<file path="src/rtl/uart_cmd_decoder.sv">
// UART 8N1 receiver with a single-byte command decoder driving waveform,
// noise and frequency-preset configuration registers.
module uart_cmd_decoder #(
  parameter int unsigned CLKS_PER_BIT = 2604,
  parameter int unsigned HALF_BIT     = 1302
) (
  input  logic       clk,
  input  logic       rst,
  input  logic       rx,
  output logic [7:0] rx_data,
  output logic       rx_valid,
  output logic       frame_err,
  output logic       cmd_valid,
  output logic [1:0] wave_sel,
  output logic       noise_en,
  output logic [2:0] freq_sel,
  output logic       busy
);

  localparam int unsigned CNT_MAX = (CLKS_PER_BIT > HALF_BIT) ? CLKS_PER_BIT : HALF_BIT;
  localparam int unsigned CNT_W   = (CNT_MAX > 1) ? $clog2(CNT_MAX) : 1;
  localparam int unsigned BYTE_W  = 8;
  localparam int unsigned IDX_W   = 3;

  localparam logic [CNT_W-1:0] BIT_LAST  = CNT_W'(CLKS_PER_BIT - 1);
  localparam logic [CNT_W-1:0] HALF_LAST = CNT_W'(HALF_BIT - 1);

  typedef enum logic [2:0] {
    ST_IDLE,
    ST_START,
    ST_DATA,
    ST_STOP,
    ST_WAIT_IDLE
  } state_e;

  state_e              state_q, state_d;
  logic                rx_meta_q, rx_sync_q;
  logic [CNT_W-1:0]    cnt_q, cnt_d;
  logic [IDX_W-1:0]    bit_idx_q, bit_idx_d;
  logic [BYTE_W-1:0]   shift_q, shift_d;
  logic [BYTE_W-1:0]   rx_data_q, rx_data_d;
  logic                rx_valid_q, rx_valid_d;
  logic                frame_err_q, frame_err_d;
  logic                cmd_valid_q, cmd_valid_d;
  logic [1:0]          wave_q, wave_d;
  logic                noise_q, noise_d;
  logic [2:0]          freq_q, freq_d;
  logic                busy_q, busy_d;

  logic                dec_hit;
  logic                dec_wave_we, dec_noise_we, dec_freq_we;
  logic [1:0]          dec_wave;
  logic                dec_noise;
  logic [2:0]          dec_freq;

  // Two-flop synchroniser; resets to the idle (high) line level.
  always_ff @(posedge clk) begin
    if (rst) begin
      rx_meta_q <= 1'b1;
      rx_sync_q <= 1'b1;
    end else begin
      rx_meta_q <= rx;
      rx_sync_q <= rx_meta_q;
    end
  end

  // Command map on the assembled byte; each command owns exactly one field.
  always_comb begin
    dec_hit      = 1'b0;
    dec_wave_we  = 1'b0;
    dec_noise_we = 1'b0;
    dec_freq_we  = 1'b0;
    dec_wave     = 2'b00;
    dec_noise    = 1'b0;
    dec_freq     = 3'd0;
    case (shift_q)
      8'h54: begin dec_hit = 1'b1; dec_wave_we = 1'b1; dec_wave = 2'b00; end
      8'h53: begin dec_hit = 1'b1; dec_wave_we = 1'b1; dec_wave = 2'b01; end
      8'h51: begin dec_hit = 1'b1; dec_wave_we = 1'b1; dec_wave = 2'b10; end
      8'h57: begin dec_hit = 1'b1; dec_wave_we = 1'b1; dec_wave = 2'b11; end
      8'h4E: begin dec_hit = 1'b1; dec_noise_we = 1'b1; dec_noise = 1'b1; end
      8'h46: begin dec_hit = 1'b1; dec_noise_we = 1'b1; dec_noise = 1'b0; end
      8'h41, 8'h42, 8'h43, 8'h44, 8'h45: begin
        dec_hit     = 1'b1;
        dec_freq_we = 1'b1;
        dec_freq    = 3'(shift_q - 8'h41);
      end
      default: dec_hit = 1'b0;
    endcase
  end

  // Receiver FSM next-state, strobes and configuration updates.
  always_comb begin
    state_d     = state_q;
    cnt_d       = cnt_q;
    bit_idx_d   = bit_idx_q;
    shift_d     = shift_q;
    rx_data_d   = rx_data_q;
    rx_valid_d  = 1'b0;
    frame_err_d = 1'b0;
    cmd_valid_d = 1'b0;
    wave_d      = wave_q;
    noise_d     = noise_q;
    freq_d      = freq_q;

    case (state_q)
      ST_IDLE: begin
        if (!rx_sync_q) begin
          state_d   = ST_START;
          cnt_d     = '0;
          bit_idx_d = '0;
        end
      end
      ST_START: begin
        if (cnt_q == HALF_LAST) begin
          cnt_d   = '0;
          state_d = rx_sync_q ? ST_IDLE : ST_DATA;
        end else begin
          cnt_d = cnt_q + CNT_W'(1);
        end
      end
      ST_DATA: begin
        if (cnt_q == BIT_LAST) begin
          cnt_d   = '0;
          shift_d = {rx_sync_q, shift_q[BYTE_W-1:1]};
          if (bit_idx_q == IDX_W'(BYTE_W - 1)) begin
            state_d = ST_STOP;
          end else begin
            bit_idx_d = bit_idx_q + IDX_W'(1);
          end
        end else begin
          cnt_d = cnt_q + CNT_W'(1);
        end
      end
      ST_STOP: begin
        if (cnt_q == BIT_LAST) begin
          cnt_d = '0;
          if (rx_sync_q) begin
            state_d    = ST_IDLE;
            rx_data_d  = shift_q;
            rx_valid_d = 1'b1;
            if (dec_hit) begin
              cmd_valid_d = 1'b1;
              if (dec_wave_we)  wave_d  = dec_wave;
              if (dec_noise_we) noise_d = dec_noise;
              if (dec_freq_we)  freq_d  = dec_freq;
            end
          end else begin
            state_d     = ST_WAIT_IDLE;
            frame_err_d = 1'b1;
          end
        end else begin
          cnt_d = cnt_q + CNT_W'(1);
        end
      end
      ST_WAIT_IDLE: begin
        if (rx_sync_q) state_d = ST_IDLE;
      end
      default: state_d = ST_IDLE;
    endcase

    busy_d = (state_d != ST_IDLE);
  end

  always_ff @(posedge clk) begin
    if (rst) begin
      state_q     <= ST_IDLE;
      cnt_q       <= '0;
      bit_idx_q   <= '0;
      shift_q     <= '0;
      rx_data_q   <= '0;
      rx_valid_q  <= 1'b0;
      frame_err_q <= 1'b0;
      cmd_valid_q <= 1'b0;
      wave_q      <= 2'b00;
      noise_q     <= 1'b0;
      freq_q      <= 3'd0;
      busy_q      <= 1'b0;
    end else begin
      state_q     <= state_d;
      cnt_q       <= cnt_d;
      bit_idx_q   <= bit_idx_d;
      shift_q     <= shift_d;
      rx_data_q   <= rx_data_d;
      rx_valid_q  <= rx_valid_d;
      frame_err_q <= frame_err_d;
      cmd_valid_q <= cmd_valid_d;
      wave_q      <= wave_d;
      noise_q     <= noise_d;
      freq_q      <= freq_d;
      busy_q      <= busy_d;
    end
  end

  assign rx_data   = rx_data_q;
  assign rx_valid  = rx_valid_q;
  assign frame_err = frame_err_q;
  assign cmd_valid = cmd_valid_q;
  assign wave_sel  = wave_q;
  assign noise_en  = noise_q;
  assign freq_sel  = freq_q;
  assign busy      = busy_q;

endmodule

</file>
<file path="config.mk">
export PLATFORM = sky130hd
export DESIGN_NAME = uart_cmd_decoder
export DESIGN_NICKNAME = d
export VERILOG_FILES = /design/src/rtl/uart_cmd_decoder.sv
export SDC_FILE = /design/constraint.sdc
export NUM_CORES = 1
export LEC_CHECK = 0
export CORE_MARGIN = 10
export CORE_UTILIZATION = 45
export CTS_BUF_LIST = sky130_fd_sc_hd__clkbuf_16
export DETAILED_ROUTE_END_ITERATION = 10
export PLACE_DENSITY = 0.65
export SETUP_SLACK_MARGIN = 0.4
export SLEW_MARGIN = 20
export SYNTH_ARGS = -nofsm -noshare
export SYNTH_HDL_FRONTEND = slang
export SYNTH_SLANG_ARGS = --single-unit
</file>
<file path="constraint.sdc">
create_clock -name clk -period 2.65 [get_ports clk]
set_input_delay 0.3975 -clock clk [delete_from_list [all_inputs] [get_ports clk]]
set_output_delay 0.3975 -clock clk [all_outputs]
set_load 0.005 [all_outputs]
</file>
; ---- Word level (Yosys, flattened, before mapping)
; Cells that the tools add are included.
[totals]
wordCells = 86
in_bits = 3
ff_bits = 46
[op_classes]
n_bitwise = 3
muxes = 27
n_eq_ne = 21
reduce_logical = 18
addsub = 3
[op_table]
columns = cell, count
row1 = "8-bit by 7-bit equality test with 1-bit output, second input constant", 11
row2 = 12-bit 2-to-1 mux, 3
row3 = 12-bit one-hot mux with 3 select lines, 1
row4 = 3-bit 2-to-1 mux, 11
row5 = 3-bit one-hot mux with 5 select lines, 1
row6 = 5-bit AND reduction, 3
row7 = "12-bit by 1-bit adder with 12-bit output, second input constant", 1
row8 = "12-bit by 11-bit equality test with 1-bit output, second input constant", 1
row9 = "12-bit equality test, second input constant", 1
row10 = 11-bit OR reduction, 1
row11 = 1-bit 2-to-1 mux, 8
row12 = 4-bit OR reduction, 2
row13 = "3-bit by 2-bit equality test with 1-bit output, second input constant", 2
row14 = "3-bit equality test, second input constant", 2
row15 = "2-bit inequality test, second input constant", 3
row16 = 2-bit one-hot mux with 3 select lines, 1
row17 = 3-bit one-hot mux with 2 select lines, 1
row18 = 3-bit nonzero test, 2
row19 = 5-bit OR reduction, 1
row20 = 2-bit AND reduction, 2
row21 = 4-bit AND reduction, 1
row22 = 2-bit OR reduction, 2
row23 = "3-bit by 1-bit adder with 3-bit output, second input constant", 1
row24 = "3-bit by 1-bit equality test with 1-bit output, second input constant", 1
row25 = 7 further kinds, 9

; ---- Logic depth before layout (Yosys ltp)
[depth]
ltp_word = 5
mapped_depth = 8
depth_no_buf = 7

; ---- Least setup slack after synthesis
; Ideal clock, no wire load.
[synth_timing]
path_kind = reg2reg
startpoint = register cnt_q[4]
endpoint = register freq_q[1] (netlist: freq_sel[1])
t_arrival_ns = 1.876
path_slack_ns = 0.707
setup_time_ns = 0.067
t_required_ns = 2.583
path_stages_with_launch = 6
path_cell_list = dfxtp_1 -> or4b_4 -> nor4_4 -> o211ai_4 -> or2_1 -> a21oi_2
[synth_between]
elab_chain_len = 2
[synth_rtl]
columns = item, line
row1 = from (decl), 38  ; logic [CNT_W-1:0] cnt_q, cnt_d;
row2 = from (signal assigned), 181  ; cnt_q <= cnt_d;
row3 = 12-bit equality test, 136  ; if (cnt_q == BIT_LAST) begin
row4 = 5-bit AND reduction (no line), -
row5 = to (signal assigned), 190  ; freq_q <= freq_d;
row6 = to (decl), 47  ; logic [2:0] freq_q, freq_d;
; Every way passes these cells.
; A chain may end at the register's enable or synchronous reset.

; ---- Worst setup path after layout
[layout_timing]
startpoint = register cnt_q[4]
endpoint = register wave_q[1] (netlist: wave_sel[1])
[layout_between]
elab_chain_len = 2
[layout_rtl]
columns = item, line
row1 = 12-bit equality test, 136
row2 = 5-bit AND reduction (no line), -
row3 = to (signal assigned), 188  ; wave_q <= wave_d;
row4 = to (decl), 45  ; logic [1:0] wave_q, wave_d;
; Every way passes these cells.

==> results.tsv <==
metric	value	unit
CP Data Required Time	2.81	ns
total chip power	1.57	mW
top-count cell post-synth	dfxtp_1	
Pleak	0.999	nW
design area	2700	µm²
Initial Util	0.472	
RR Endpoint	wave_sel[1]$_SDFFE_PP0P_	
Setup crit end	wave_sel[1]$_SDFFE_PP0P_	
mapped cell area	2260	µm²
fill cell count	448	
type of the worst min-delay path	flip-flop to flip-flop	
IO Count	21	
Worst VDD drop	0.301	mV
CTS root buf	clkbuf_16	
final number of hold-violating endpoints	0	
CTS Buf Count	5	
synth-to-layout area growth	19.3	%
Final Critical Period	2.08	ns
status	completed	
RSZ-0062 raised after global routing	true	
Final Max Slew Viols	0	
Worst-Skew Late Latency	0.28	ns
Mapped Avg Cell Area	8.49	µm²
first-pass GRT wire length	8.59	mm
crit path kind	flip-flop to flip-flop	
WL/cell	13.8	µm
Slew HR	0.601	
CTS Sinks	46	
CTS max path bufs	2	
Post-Route WL	4.87	mm
H-tree levels	2	
post-synth top area share	0.408	
GP Congestion	0.811	
Post-CTS Hold Fix Bufs	0	
total global-route track usage	0.121	
setup bufs post-CTS	0	
Max Cap Violations	0	
post-synth cell types	50	
clk slew on worst S/H paths	0.06	ns
Synth Flop Type	dfxtp_1	
worst setup path start	cnt_q[4]$_SDFFE_PP0P_	
DRT antenna net count	0	
CTS tree	done	
initial antenna violation count	0	
Die X-Extent	90.9	µm
1st-iter DRT viols	89	
final period utilization	0.784	
# rows	25	
Worst Hold Depth	1	
hold_sp	rx_meta_q$_SDFF_PP1_	
final worst clock skew	0.00552	ns
PortBufs	20	
FMAX	0.481	GHz
area leader, netlist	dfxtp_1	
synthesized flop and latch total	46	
ANT cells	0	
total number of vias	1889	
vias in the first global route	1800	
largest net degree at the start of global routing	32	
PD cells	581	nW/µm²
DRC violations left	0	
syn_nets	277	
r2r worst-path depth	5	
CORE AREA	4790	µm²
r2r setup slk	0.57	ns
DRT Pass-1 Iters	4	
Layout Nets	295	
Detailed Place HPWL	3.43	mm
crit path DAT	2.24	ns
Final setup viols	0	
DP Area	2530	µm²
ys async rst share	0	
Ys Warns	0	
synthesized instance count	266	
most instantiated cells after synthesis	dfxtp_1 (46), nand2_1 (32), nor2_1 (27), a21oi_1 (22), mux2i_1 (16)	
Die Area	8260	µm²
die height	90.9	µm
Worst-Margin Slew	0.583	ns
Max FO, Critical Path	8	
Hold WS	0.414	ns
Resize count post-CTS	0	
Post-synth EDFFs	0	
crit end category	flip-flop	
sequential share of the synthesized area	0.408	
grt ovf	0	
vias per cell	5.37	
layout cell share with drive strength beyond 1	0.0807	
top cells by area, synth	dfxtp_1 (41%), mux2i_1 (7.1%), nand2_1 (5.3%), a21oi_1 (4.9%), nor2_1 (4.5%)	
startpoint types	flip-flop	
Setup TNS	0	ns
RR Startpoint	cnt_q[4]$_SDFFE_PP0P_	
==> how the worst min path moves through the flow <==
stage	to	slack, ns
after floorplan	rx_sync_q$_SDFF_PP1_	0.39
after global placement	rx_sync_q$_SDFF_PP1_	0.39
after detailed placement	rx_sync_q$_SDFF_PP1_	0.40
after CTS	rx_sync_q$_SDFF_PP1_	0.42
after global routing	rx_sync_q$_SDFF_PP1_	0.43
final	rx_sync_q$_SDFF_PP1_	0.41
==> state kept, by name, summed over array words and instances (netlist names) <==
| register | count |
|---|---|
| bit_idx_q | 3 |
| busy | 1 |
| cmd_valid | 1 |
| cnt_q | 12 |
| frame_err | 1 |
| freq_sel | 3 |
| noise_en | 1 |
| rx_data | 8 |
| rx_meta_q | 1 |
| rx_sync_q | 1 |
| rx_valid | 1 |
| shift_q | 8 |
| state_q | 3 |
| wave_sel | 2 |
==> stage by stage <==
stage               std cells   util  setup slack, ns
CTS                       352  0.562            0.547
detailed placement        344  0.528            0.516
global route              352  0.563            0.397
global placement          344  0.528            0.448
finish                    352  0.563            0.571
floorplan                 266      -            0.707
==> final cells by class <==
class | count | area (µm²) | share of cell area
clock buffer | 5 | 125 | 0.0464
sequential | 46 | 921 | 0.342
timing repair buffer | 25 | 238 | 0.0882
inverter | 8 | 30.0 | 0.0111
multi-input combinational | 198 | 1260 | 0.468
clock inverter | 3 | 37.5 | 0.0139
tap | 67 | 83.8 | 0.0311
==> worst max-delay path, cell delays in order (launching register included) <==
cell,delay (ns)
dfxtp_1,0.37
or4b_4,0.60
or3_1,0.36
nor3_1,0.35
mux2i_1,0.23
nor2_1,0.05
==> metal layers <==
layer  up-vias  global-route usage  share of wire
met5         -                   0              0
met4         0              0.0274         0.0088
met3         4              0.0341          0.040
met2        24               0.200           0.46
met1       883               0.152           0.49
li1        978                   -              -
==> power breakdown <==
group / switching, mW / internal (mW)
Sequential: 0.0378 / 0.717
Clock: 0.247 / 0.438
Combinational: 0.0710 / 0.0557
Total: 0.356 / 1.21
==> logic make-up (layout without fill, tap and decap cells) <==
logic type | after synthesis | after routing | share of synthesized area
compound gates | 54 | 54 | 0.153
mux | 17 | 17 | 0.0759
flops | 46 | 46 | 0.408
xor+xnor | 1 | 1 | 0.00388
fa+ha+maj | 8 | 8 | 0.0443
simple gates | 118 | 118 | 0.279
buf+inv | 22 | 41 | 0.0365
==> cell usage in the layout, fill, tap and decap left out, drive strengths merged, types with 2 or more instances in the layout <==
| master | n |
|---|---|
| nor4bb | 2 |
| nor2b | 3 |
| buf | 5 |
| inv | 10 |
| nand3 | 9 |
| o21a | 2 |
| a31oi | 6 |
| nand4 | 5 |
| and3 | 2 |
| nor2 | 27 |
| nor3b | 3 |
| or2 | 4 |
| clkbuf | 5 |
| clkdlybuf4s50 | 20 |
| nand2b | 6 |
| a21oi | 23 |
| and2 | 2 |
| nor3 | 8 |
| or3 | 4 |
| a22oi | 2 |
| dfxtp | 46 |
| nor4 | 4 |
| nand2 | 32 |
| ha | 8 |
| o21ai | 9 |
| mux2i | 16 |
(Power assumes the default switching activity.)
==> RTL change 1 (config.mk and constraints unchanged) <==
Register the output `rx_data` once more, without a reset; this adds one clock of latency there. The other outputs are not delayed to match.
--- a/src/rtl/uart_cmd_decoder.sv
+++ b/src/rtl/uart_cmd_decoder.sv
@@ -193,5 +193,7 @@
   end
 
-  assign rx_data   = rx_data_q;
+  always_ff @(posedge clk) begin
+    rx_data <= rx_data_q;
+  end
   assign rx_valid  = rx_valid_q;
   assign frame_err = frame_err_q;
Behaviour: same outputs for any inputs over 10 cycles, from zero or initial values and one cycle with rst high; that may be too few to reach the edited logic, so the function may still have changed.
==> RTL change 1 against the unedited design <==
- routed wire length decreased by 8.1%
- sequential cell count up 8
- global-route usage down 1.0 points
- setup slack better by 0.011 ns
- utilization is 1.6 points lower
- maximum frequency up 0.55%
- power grew 0.66%
- area after synthesis increased by 2.1%
- die area is 1.6% higher
- final cell count down 1.7%
- cell area up 2.3%
- critical endpoint is now busy
- largest cell class unchanged
- largest power group unchanged
==> RTL change 1: results <==
[drt]
drt_first_iter_violations = 69
drt_wl_total_um = 4477
vias_per_cell = 5.309
first_pass_iters = 4

[synthesis]
synth_warnings = 0
sequential_share_of_the_synthesized_area_pct = 46.85
synth_async_sr_flop_share_pct = 0
synthTopCellsByCount = "54 x sky130_fd_sc_hd__dfxtp_1, 28 x sky130_fd_sc_hd__nand2_1, 28 x sky130_fd_sc_hd__nor2_1, 15 x sky130_fd_sc_hd__a21oi_1, 12 x sky130_fd_sc_hd__o21ai_0"
synthCells = 255
dominantRegCellSynth = "sky130_fd_sc_hd__dfxtp_1"
synth.net_count = 266
post_synth_main_area_contributors = "sky130_fd_sc_hd__dfxtp_1 47%, sky130_fd_sc_hd__nand2_1 4.6%, sky130_fd_sc_hd__nor2_1 4.6%"
synth_cell_type_count = 46
netlist.top_cell.by_area = "sky130_fd_sc_hd__dfxtp_1"

[timing]
worst-slew-pin-transition_ns = 0.5541
finalClockSkew_ns = 0.007355
slew_viol_final = 0

[worst_setup_path]
slowest_stage = "sky130_fd_sc_hd__dfxtp_1"
path_max_fanout = 6
slowest_delay_ns = 0.39
arrival_ns = 2.24

[placement]
place_congestion = 0.8183
dp_hpwl_um = 3228
post-place-cells = 338
place.port_buffers = 20

[cells_and_area]
layout.filler_cells = 479
max_flop_register = "cnt_q"
num-nets-final = 286
instances_no_fill = 346
drive_gt1_share_pct = 9.783
antenna_cells = 0
largest_reg_flops = 12

[cts]
worstSkewPairLatency_ns = 0.29
clock-root-buffer = "sky130_fd_sc_hd__clkbuf_16"
ctsLongestPathBuffers = 2
cts_made_buffers = 5
clk_pin_slew_ns = 0.07
h-tree-depth = 2

[global_route]
globalRouteTotalUtil_pct = 11.05
antenna_violations_before_repair = 0
grt_first_pass_wirelength_um = 7955
grt_pass1_vias = 1708
grt_max_degree = 37

[outcome]
outcome = "completed"

[power]
static_leakage_nw = 0.9995
p_int_mw = 1.214
vdd_ir_drop_max_uv = 274.2

[min_path]
tightest_hold_check_type = "flip-flop to flip-flop"
## RTL change 1: cells by family (layout without fill, tap and decap cells)
kind of cell	after synthesis	after routing	share of synthesized area, %
fa+ha+maj	8	8	4.339
compound gates	50	50	13.94
simple gates	109	109	25.33
xor+xnor	3	3	1.139
buf+inv	20	41	3.579
mux	11	11	4.827
flops	54	54	46.85
## RTL change 1: stage by stage
| stage | power [mW] | hold slack (ns) | instance area, um2 | setup WS [ns] |
|---|---|---|---|---|
| 2_1_floorplan | 0.9192 | 0.3301 | 2307 | 0.7442 |
| 3_3_place_gp | 0.9420 | 0.3382 | 2580 | 0.2332 |
| 3_5_place_dp | 0.9433 | 0.3381 | 2580 | 0.1309 |
| 4_1_cts | 1.596 | 0.3537 | 2734 | 0.4364 |
| 5_1_grt | 1.654 | 0.3646 | 2759 | 0.4124 |
| 6_report | 1.576 | 0.3524 | 2759 | 0.5828 |
## RTL change 1: final cells by class
class | instances | area (um2) | share of cell area, %
sequential | 54 | 1082 | 39.23
inverter | 8 | 30.03 | 1.088
clock buffer | 5 | 125.1 | 4.535
tap | 70 | 87.58 | 3.175
multi-input combinational | 181 | 1171 | 42.45
timing repair buffer | 25 | 237.7 | 8.617
clock inverter | 3 | 25.02 | 0.9070
## RTL change 1: power by group through the flow
| stage | Clock [mW] | Sequential (mW) | Combinational, mW |
|---|---|---|---|
| after floorplan | 0 | 0.851 | 0.0685 |
| after global placement | 0 | 0.860 | 0.0818 |
| after detailed placement | 0 | 0.861 | 0.0826 |
| after CTS | 0.670 | 0.842 | 0.0843 |
| after global routing | 0.708 | 0.846 | 0.0991 |
| final | 0.647 | 0.845 | 0.0849 |
## RTL change 1: repair_timing
item,4_1_cts,5_1_grt
cloned,0,0
hold endpoints to repair,0,0
buffers inserted,0,0
setup endpoints to repair,12,17
resized for setup,1,5
## RTL change 1: critical path, delay by kind of cell (launching register included)
family | cells | cell delay (ns)
AND/OR/NAND/NOR | 3 | 0.83
flip-flops | 1 | 0.39
AO/OA/AOI/OAI | 2 | 0.29
adder cells (fa/ha/maj) | 1 | 0.25
buffers and inverters | 1 | 0.20
## RTL change 1: path summary, 6_finish.rpt
kind,start,slack (ns),cells past startpoint,to
worst max register to register,cnt_q[1],0.58,7,busy
worst min-delay path,rx_data_q[0],0.35,0,rx_data[0]
worst max-delay path,cnt_q[1],0.58,7,busy
worst min register to register,rx_data_q[0],0.35,0,rx_data[0]
## RTL change 1: metal layers
metal / routed length (um) / vias up / part of all wire [%] / GRT usage, %
met3: 264 / 8 / 5.9 / 3.868
met1: 2088 / 844 / 47 / 13.60
met4: 71 / 0 / 1.6 / 3.525
li1: - / 950 / - / -
met2: 2053 / 35 / 46 / 17.59
met5: 0 / - / 0 / 0
==> RTL change 2 (config.mk and constraints unchanged) <==
Made on the original files. `HALF_BIT`: 1302 -> 651.
--- a/src/rtl/uart_cmd_decoder.sv
+++ b/src/rtl/uart_cmd_decoder.sv
@@ -3,5 +3,5 @@
 module uart_cmd_decoder #(
   parameter int unsigned CLKS_PER_BIT = 2604,
-  parameter int unsigned HALF_BIT     = 1302
+  parameter int unsigned HALF_BIT     = 651
 ) (
   input  logic       clk,
Behaviour: no difference found for any inputs over 10 cycles, from zero or initial values and one cycle with rst high; that may be too few to reach the edited logic, so the function may still have changed.
==> RTL change 2 against the unedited design <==
- critical endpoint is now shift_q[6]
- largest cell class unchanged
- routed wire length grew 3.3%
- setup slack gained 0.089 ns
- area after synthesis grew 2.4%
- sequential cell count is the same
- cell area grew 2.0%
- via count grew 3.3%
Power is not compared: it rests on default switching activity, and its combinational part moved more than twofold at a synthesized area within 25%.
==> RTL change 2: results <==
[drt]
routed-wl-met2_um = 2045
drt_first_iter_violations = 166
dr.max_layer_used = "met4"
detailroute.wirelength.met3_um = 338
vias_after_detailed_routing = 1952
drt_wl_total_um = 5034
met1_length_um = 2617

[global_route]
grt_max_degree = 52
global_route.peak_usage_layer = "met1"
grt_first_pass_wirelength_um = 8811
groute.layer.met3.usage_pct = 4.808
grtUsageMet1_pct = 17.47
grt.met2_usage_pct = 16.77
grt_pass1_vias = 1782
globalRouteTotalUtil_pct = 12.41

[worst_setup_path]
arrival_ns = 2.16
regToRegStartpoint = "cnt_q[1]"
slowest_stage = "sky130_fd_sc_hd__and4_1"
path_max_fanout = 9
slowest_delay_ns = 0.54
worstSetupPathType = "flip-flop to flip-flop"

[cells_and_area]
num-nets-final = 293
drive_gt1_share_pct = 5.654
max_flop_register = "cnt_q"
layout.filler_cells = 467

[synthesis]
synthXorXnorAreaFrac_pct = 0.3784
synth_compound_gate_area_share_pct = 17.08
post_synth_fa_ha_maj_area_fraction_pct = 4.324
synth_warnings = 0
sequential_share_of_the_synthesized_area_pct = 39.78
synth_async_sr_flop_share_pct = 0
synth_cell_type_count = 50
yosys-mux-area-fraction_pct = 7.784
synthTopCellsByCount = "46 x sky130_fd_sc_hd__dfxtp_1, 27 x sky130_fd_sc_hd__nor2_1, 19 x sky130_fd_sc_hd__a21oi_1, 18 x sky130_fd_sc_hd__mux2i_1, 16 x sky130_fd_sc_hd__nand2_1"
synth.net_count = 280
post_synth_main_area_contributors = "sky130_fd_sc_hd__dfxtp_1 40%, sky130_fd_sc_hd__mux2i_1 7.8%, sky130_fd_sc_hd__nor2_1 4.4%"

[min_path]
worst_hold_startpoint = "rx_meta_q"
tightest_hold_check_type = "flip-flop to flip-flop"

[outcome]
outcome = "completed"

[timing]
finalClockSkew_ns = 0.007008
max_slew_headroom_pct = 66.01

[placement]
dp_hpwl_um = 3371
place_congestion = 0.8474

[cts]
clock-root-buffer = "sky130_fd_sc_hd__clkbuf_16"
-- RTL change 2: worst paths after layout --
check	slack, ns	cells past startpoint	endpoint
max	0.66	5	shift_q[6]
min	0.42	1	rx_sync_q
max reg2reg	0.66	5	shift_q[6]
min reg2reg	0.42	1	rx_sync_q
-- RTL change 2: worst max-delay path: cells and delay by family (launching register included) --
family	cells	cell delay (ns)
simple gates	3	0.93
flops	1	0.41
mux	1	0.24
fa+ha+maj	1	0.29
-- RTL change 2: cells by family (layout without fill, tap and decap cells) --
logic type               Yosys count  after routing
flip-flops                        46             46
multiplexers                      18             18
AND/OR/NAND/NOR                  106            106
adder cells (fa/ha/maj)            8              8
AO/OA/AOI/OAI                     60             60
buffers and inverters             30             44
XOR/XNOR                           1              1
-- RTL change 2: power by group through the flow --
stage | combinational (mW) | sequential, mW | clock [mW]
5_1_grt | 0.0581 | 0.704 | 0.843
2_1_floorplan | 0.0365 | 0.716 | 0
3_3_place_gp | 0.0522 | 0.719 | 0
3_5_place_dp | 0.0518 | 0.719 | 0
4_1_cts | 0.0520 | 0.703 | 0.811
6_report | 0.0518 | 0.704 | 0.791
-- RTL change 2: cell type report --
class | instances | area, um2 | area share, %
multi-input combinational | 193 | 1266 | 46.02
sequential | 46 | 920.9 | 33.47
clock buffer | 5 | 125.1 | 4.548
clock inverter | 3 | 63.81 | 2.319
timing repair buffer | 24 | 242.7 | 8.822
tap | 70 | 87.58 | 3.183
inverter | 12 | 45.04 | 1.637
-- RTL change 2: per-stage QoR --
stage	std cells	worst slack, ns	cell area, um2	hold slack [ns]
final	353	0.6599	2751	0.4154
after global routing	353	0.4782	2751	0.4319
after CTS	353	0.6650	2751	0.4203
after detailed placement	345	0.6851	2562	0.4034
after global placement	345	0.7668	2562	0.3947
after floorplan	269	0.8644	2315	0.3895
